File: src/rtl/msi_drop_fifo.sv
// msi_drop_fifo: drop-word FIFO between the fabric drop path and the avalon
// fabric cluster. The write side has no back-pressure; a word arriving while
// full with no simultaneous pop is discarded and flagged in a sticky overflow.
//
// Parameters:
//   DEPTH      entry count, power of two, >= 4
//   AF_THRESH  almost-full level, 1..DEPTH
//
// Ports:
//   clk                sole clock, rising edge
//   reset              synchronous active-high reset
//   fab_drop_in_bus80  incoming drop word
//   fab_drop_in_vld    incoming word present this cycle
//   fab_drop_in_afull  fill level >= AF_THRESH
//   df_af_fabbus80     registered head word
//   df_af_vld          registered head-valid
//   df_af_rdy          consumer accepts head word
//   df_fill_cnt        number of stored words (0..DEPTH)
//   df_ovf             sticky overflow flag
//   df_ovf_clr         clears df_ovf (a same-cycle overflow wins)
//   df_drop_cnt        saturating discarded-word count, only when the macro
//                      MSI_DROP_FIFO_STATS_EN is defined
module msi_drop_fifo #(
    parameter int unsigned DEPTH     = 16,
    parameter int unsigned AF_THRESH = 12
) (
    input  logic                     clk,
    input  logic                     reset,
    input  logic [79:0]              fab_drop_in_bus80,
    input  logic                     fab_drop_in_vld,
    output logic                     fab_drop_in_afull,
    output logic [79:0]              df_af_fabbus80,
    output logic                     df_af_vld,
    input  logic                     df_af_rdy,
    output logic [$clog2(DEPTH):0]   df_fill_cnt,
    output logic                     df_ovf,
    input  logic                     df_ovf_clr
`ifdef MSI_DROP_FIFO_STATS_EN
    ,
    output logic [15:0]              df_drop_cnt
`endif
);

    localparam int unsigned AW = $clog2(DEPTH);
    localparam int unsigned CW = AW + 1;

    logic [79:0]   mem [DEPTH];
    logic [AW-1:0] wr_ptr_q, wr_ptr_d;
    logic [AW-1:0] rd_ptr_q, rd_ptr_d;
    logic [CW-1:0] cnt_q, cnt_d;
    logic [79:0]   head_q, head_d;
    logic          vld_q;
    logic          ovf_q, ovf_d;
    logic          push, pop, full, drop;

    always_comb begin
        pop      = vld_q && df_af_rdy;
        full     = (cnt_q == CW'(DEPTH));
        push     = fab_drop_in_vld && (!full || pop);
        drop     = fab_drop_in_vld && full && !pop;

        // Pointers are AW bits wide, so DEPTH-1 wraps to 0 naturally.
        wr_ptr_d = push ? wr_ptr_q + 1'b1 : wr_ptr_q;
        rd_ptr_d = pop  ? rd_ptr_q + 1'b1 : rd_ptr_q;

        cnt_d = cnt_q;
        case ({push, pop})
            2'b10:   cnt_d = cnt_q + 1'b1;
            2'b01:   cnt_d = cnt_q - 1'b1;
            default: cnt_d = cnt_q;
        endcase

        // Pre-compute next head word. When the word being written lands on the
        // next read slot (fill becomes exactly 1 via this push) the array does
        // not hold it yet, so bypass the input bus into the output register.
        head_d = head_q;
        if (cnt_d != '0) begin
            if (push && (wr_ptr_q == rd_ptr_d)) begin
                head_d = fab_drop_in_bus80;
            end else begin
                head_d = mem[rd_ptr_d];
            end
        end

        ovf_d = ovf_q;
        if (drop) begin
            ovf_d = 1'b1;
        end else if (df_ovf_clr) begin
            ovf_d = 1'b0;
        end
    end

    always_ff @(posedge clk) begin
        if (reset) begin
            wr_ptr_q <= '0;
            rd_ptr_q <= '0;
            cnt_q    <= '0;
            head_q   <= '0;
            vld_q    <= 1'b0;
            ovf_q    <= 1'b0;
        end else begin
            wr_ptr_q <= wr_ptr_d;
            rd_ptr_q <= rd_ptr_d;
            cnt_q    <= cnt_d;
            head_q   <= head_d;
            vld_q    <= (cnt_d != '0);
            ovf_q    <= ovf_d;
        end
    end

    // Storage is not reset; gated on !reset so a reset cycle stores nothing.
    always_ff @(posedge clk) begin
        if (!reset && push) begin
            mem[wr_ptr_q] <= fab_drop_in_bus80;
        end
    end

`ifdef MSI_DROP_FIFO_STATS_EN
    logic [15:0] drop_cnt_q;

    always_ff @(posedge clk) begin
        if (reset) begin
            drop_cnt_q <= '0;
        end else if (df_ovf_clr) begin
            drop_cnt_q <= drop ? 16'd1 : 16'd0;
        end else if (drop && (drop_cnt_q != 16'hFFFF)) begin
            drop_cnt_q <= drop_cnt_q + 16'd1;
        end
    end

    assign df_drop_cnt = drop_cnt_q;
`endif

    assign fab_drop_in_afull = (cnt_q >= CW'(AF_THRESH));
    assign df_af_fabbus80    = head_q;
    assign df_af_vld         = vld_q;
    assign df_fill_cnt       = cnt_q;
    assign df_ovf            = ovf_q;

endmodule

File: config.mk
export PLATFORM = sky130hd
export DESIGN_NAME = msi_drop_fifo
export DESIGN_NICKNAME = d
export VERILOG_FILES = /design/src/rtl/msi_drop_fifo.sv
export SDC_FILE = /design/constraint.sdc
export NUM_CORES = 2
export LEC_CHECK = 0
export BUFFER_PORTS_ARGS = -buffer_cell sky130_fd_sc_hd__clkbuf_2
export CAP_MARGIN = 20
export CORE_UTILIZATION = 25
export CTS_CLUSTER_DIAMETER = 150
export DETAILED_ROUTE_END_ITERATION = 8
export PLACE_DENSITY_LB_ADDON = 0.05
export SLEW_MARGIN = 25
export SYNTH_ARGS = -nofsm -noshare
export SYNTH_HDL_FRONTEND = slang
export SYNTH_SLANG_ARGS = --single-unit
File: constraint.sdc
create_clock -name clk -period 23 [get_ports clk]
set_input_delay 1.15 -clock clk [delete_from_list [all_inputs] [get_ports clk]]
set_output_delay 1.15 -clock clk [all_outputs]
set_load 0.02 [all_outputs]
==> impl_metrics.ini <==
[cts]
clk_path_buf_depth = 3
numCtsBuffers = 167
clkLatencyLatePin_ns = 0.81
path_clk_slew_ns = 0.06
ctsResizeCount = 0
numClockSinks = 1375
cts_tree = done
post_cts_buffers = 0
ctsHoldBuffers = 0
htree_num_levels = 4
root_buffer = clkbuf_16

[drt]
antenna_left = 0
drt_iter0_drc = 2230
post_drt_wl_per_cell_um = 27.86
vias = 34490
drt-pass1-iter-count = 5
routed_wl_um = 199300
drc = 0
via_per_inst = 4.821

[synthesis]
synthCells = 4049
synth_area_leader_cell = edfxtp_1
synth_area_um2 = 54110
synth_top_area_share_pct = 71.04
synth.avg_cell_area_um2 = 13.36
async_flop_share_pct = 0
seq_area_frac_synth_pct = 74.55
synth_ff_type = edfxtp_1
synth_edf_count = 1280
synth_common_cells = 1,280 x edfxtp_1, 962 x nand2_1, 323 x nand3_1, 243 x and3_1, 226 x clkbuf_1
synth-seq-cells = 1375
yosys_warnings = 0
synth.most_common_cell = edfxtp_1
synth_cell_type_count = 53
syn-num-nets = 4140
yosys-top-cells-area = edfxtp_1 71%, nand2_1 6.7%, dfxtp_1 3.5%, nand3_1 3.0%, and3_1 2.8%

[hold_path]
hold_path_end = df_af_fabbus80[66]$_SDFFE_PP0P_
min_path_cells = 2
hold_class = flip-flop to flip-flop
hp-start = df_af_fabbus80[66]$_SDFFE_PP0P_

[timing]
slew_violations = 0
final.setup.tns_ns = 0
period_share_pct = 22.59
worst_pin_slew_ns = 1.049
max_freq_ghz = 0.1925
max_slew_margin_pct = 30.08
hold-worst-slack_ns = 0.4536
finalHoldViolCount = 0
fin_skew_ns = 0.02324
finalSetupViolCount = 0
final.min_clock_period_ns = 5.195
rsz0062_at_grt = false

[power]
sw_frac_of_total_pct = 30.48
power.switching_mw = 2.035
sequentialPowerShare_pct = 43.4
vdd_drop_max_uv = 79.51
powerDensity_nw_per_um2 = 105.0
p_comb_share_pct = 17.9
p_leak_nw = 21.09
clockPowerShare_pct = 38.7
intPower_mw = 4.641

[floorplan]
ios = 173
row_count = 170
die_w_um = 467.2
initial_core_util_pct = 25.19
die_h_um = 467.2
core_um2 = 214800
dieArea_um2 = 218300

[grt]
use_met3_pct = 2.581
use_met1_pct = 24.66
grt_pass1_vias = 35670
grt-ovfl-total = 0
grt_use_total_pct = 18.14
grt_busiest_layer = met2
antenna_found_initial = 16
grt_pass1_wl_um = 282000
grt_max_degree = 151
use_met2_pct = 30.52

[cells_and_area]
layout.nets = 4267
drive_gt1_share_pct = 12.40
postLayoutCoreUtil_pct = 29.59
syn_to_final_growth_pct = 17.48
finalInstanceArea_um2 = 63560

[flow_run]
drv_cap = 0

[placement]
io_buffer_count = 172
gp_congestion = 0.6952
placed_cell_area_um2 = 58270
dp_hpwl_um = 94170

[critical_path]
path_class = flip-flop to flip-flop
worst_r2r_startpoint = rd_ptr_q[0]$_SDFF_PP0_
cp-end-kind = flip-flop
reg2reg_slack_ns = 17.80
crit_path_max_fanout = 55
worst_ep_arrival_time_ns = 5.89
required_ns = 23.70
r2r_end = df_af_fabbus80[46]$_SDFFE_PP0P_
startpoint_type = flip-flop
r2r_cells = 12

[status]
status = finished clean
sequential cells by signal (all words and copies together) (netlist names):
signal,cells
wr_ptr_q,4
df_af_fabbus80,80
df_ovf,1
mem,1280
df_af_vld,1
df_fill_cnt,5
rd_ptr_q,4
final cells by class:
class                           instances  area, µm²
Fill cell                           21790     151300
Clock inverter                         65      603.1
Clock buffer                          244       4691
Multi-Input combinational cell       2282      12470
Antenna cell                            1      2.502
Inverter                               90      337.8
Sequential cell                      1375      40340
Timing Repair Buffer                  260       1572
Tap cell                             2838       3551
routing by layer:
layer	wire length, µm	part of all wire [%]
met1	93670	47
met2	96510	48
met3	5593	2.8
met4	3428	1.7
met5	103	0.052
worst max path at each step:
stage	from	endpoint
2_1_floorplan	df_af_rdy	mem[11][0]$_DFFE_PP_
3_3_place_gp	df_af_rdy	df_af_fabbus80[54]$_SDFFE_PP0P_
3_5_place_dp	df_af_rdy	df_af_fabbus80[50]$_SDFFE_PP0P_
4_1_cts	rd_ptr_q[0]$_SDFF_PP0_	df_af_fabbus80[46]$_SDFFE_PP0P_
5_1_grt	rd_ptr_q[0]$_SDFF_PP0_	df_af_fabbus80[51]$_SDFFE_PP0P_
6_report	rd_ptr_q[0]$_SDFF_PP0_	df_af_fabbus80[46]$_SDFFE_PP0P_
logic make-up (layout without fill, tap and decap cells):
family / count (synthesis) / in the layout / synth area share, %
buffers and inverters: 392 / 659 / 2.833
other: 0 / 1 / 0
AND/OR/NAND/NOR: 1667 / 1667 / 13.62
AO/OA/AOI/OAI: 588 / 588 / 8.484
flip-flops: 1375 / 1375 / 74.55
multiplexers: 8 / 8 / 0.1480
adder cells (fa/ha/maj): 6 / 6 / 0.1387
XOR/XNOR: 13 / 13 / 0.2243
worst max-delay path, stage by stage (launching register included):
cell	delay, ns
dfxtp_1	0.46
ha_1	0.38
nand3_2	0.22
xnor2_4	0.18
buf_4	0.60
buf_4	0.81
buf_4	0.84
buf_4	0.62
a211oi_1	0.10
a31oi_1	0.20
o2111ai_1	0.13
and3_1	0.24
o32ai_1	0.25
cells in the final DEF (no fill, tap or decap), types with 3 or more instances in the layout:
master	synthesis	layout
clkinv_2	0	17
a31oi_1	160	160
nor4_1	3	3
and3_1	243	243
bufinv_16	0	6
inv_6	0	6
clkbuf_16	0	169
nor2_4	0	4
and2_4	0	9
edfxtp_1	1280	1280
clkinv_1	0	24
clkbuf_8	0	18
o21ai_0	3	3
xor2_1	6	5
o32ai_2	10	10
dfxtp_1	95	95
clkbuf_2	1	172
clkbuf_1	226	57
mux2i_1	8	8
clkinvlp_4	0	4
buf_12	0	4
nand3_1	323	323
clkinv_8	0	4
buf_4	5	84
xnor2_1	6	5
o2111ai_1	159	159
a21oi_1	7	7
nand2_1	962	961
inv_1	90	90
o32ai_1	71	71
nor3_2	0	4
a211oi_1	160	160
nor2_1	103	99
and2_1	12	3
ha_1	6	6
stage by stage:
stage          setup WS [ns]  total power, mW  cells
2_1_floorplan          15.01            3.630   4049
4_1_cts                17.75            6.805   7154
5_1_grt                17.51            6.972   7154
3_3_place_gp           17.18            4.187   6845
3_5_place_dp           17.17            4.179   6845
6_report               17.80            6.676   7155
power groups by stage:
| stage | Clock (mW) | Sequential (mW) | Combinational [mW] |
|---|---|---|---|
| 4_1_cts | 2.67 | 2.90 | 1.23 |
| 2_1_floorplan | 0 | 3.00 | 0.631 |
| 6_report | 2.58 | 2.90 | 1.19 |
| 3_3_place_gp | 0 | 2.95 | 1.23 |
| 5_1_grt | 2.76 | 2.91 | 1.31 |
| 3_5_place_dp | 0 | 2.95 | 1.23 |
(Power assumes the default switching activity.)
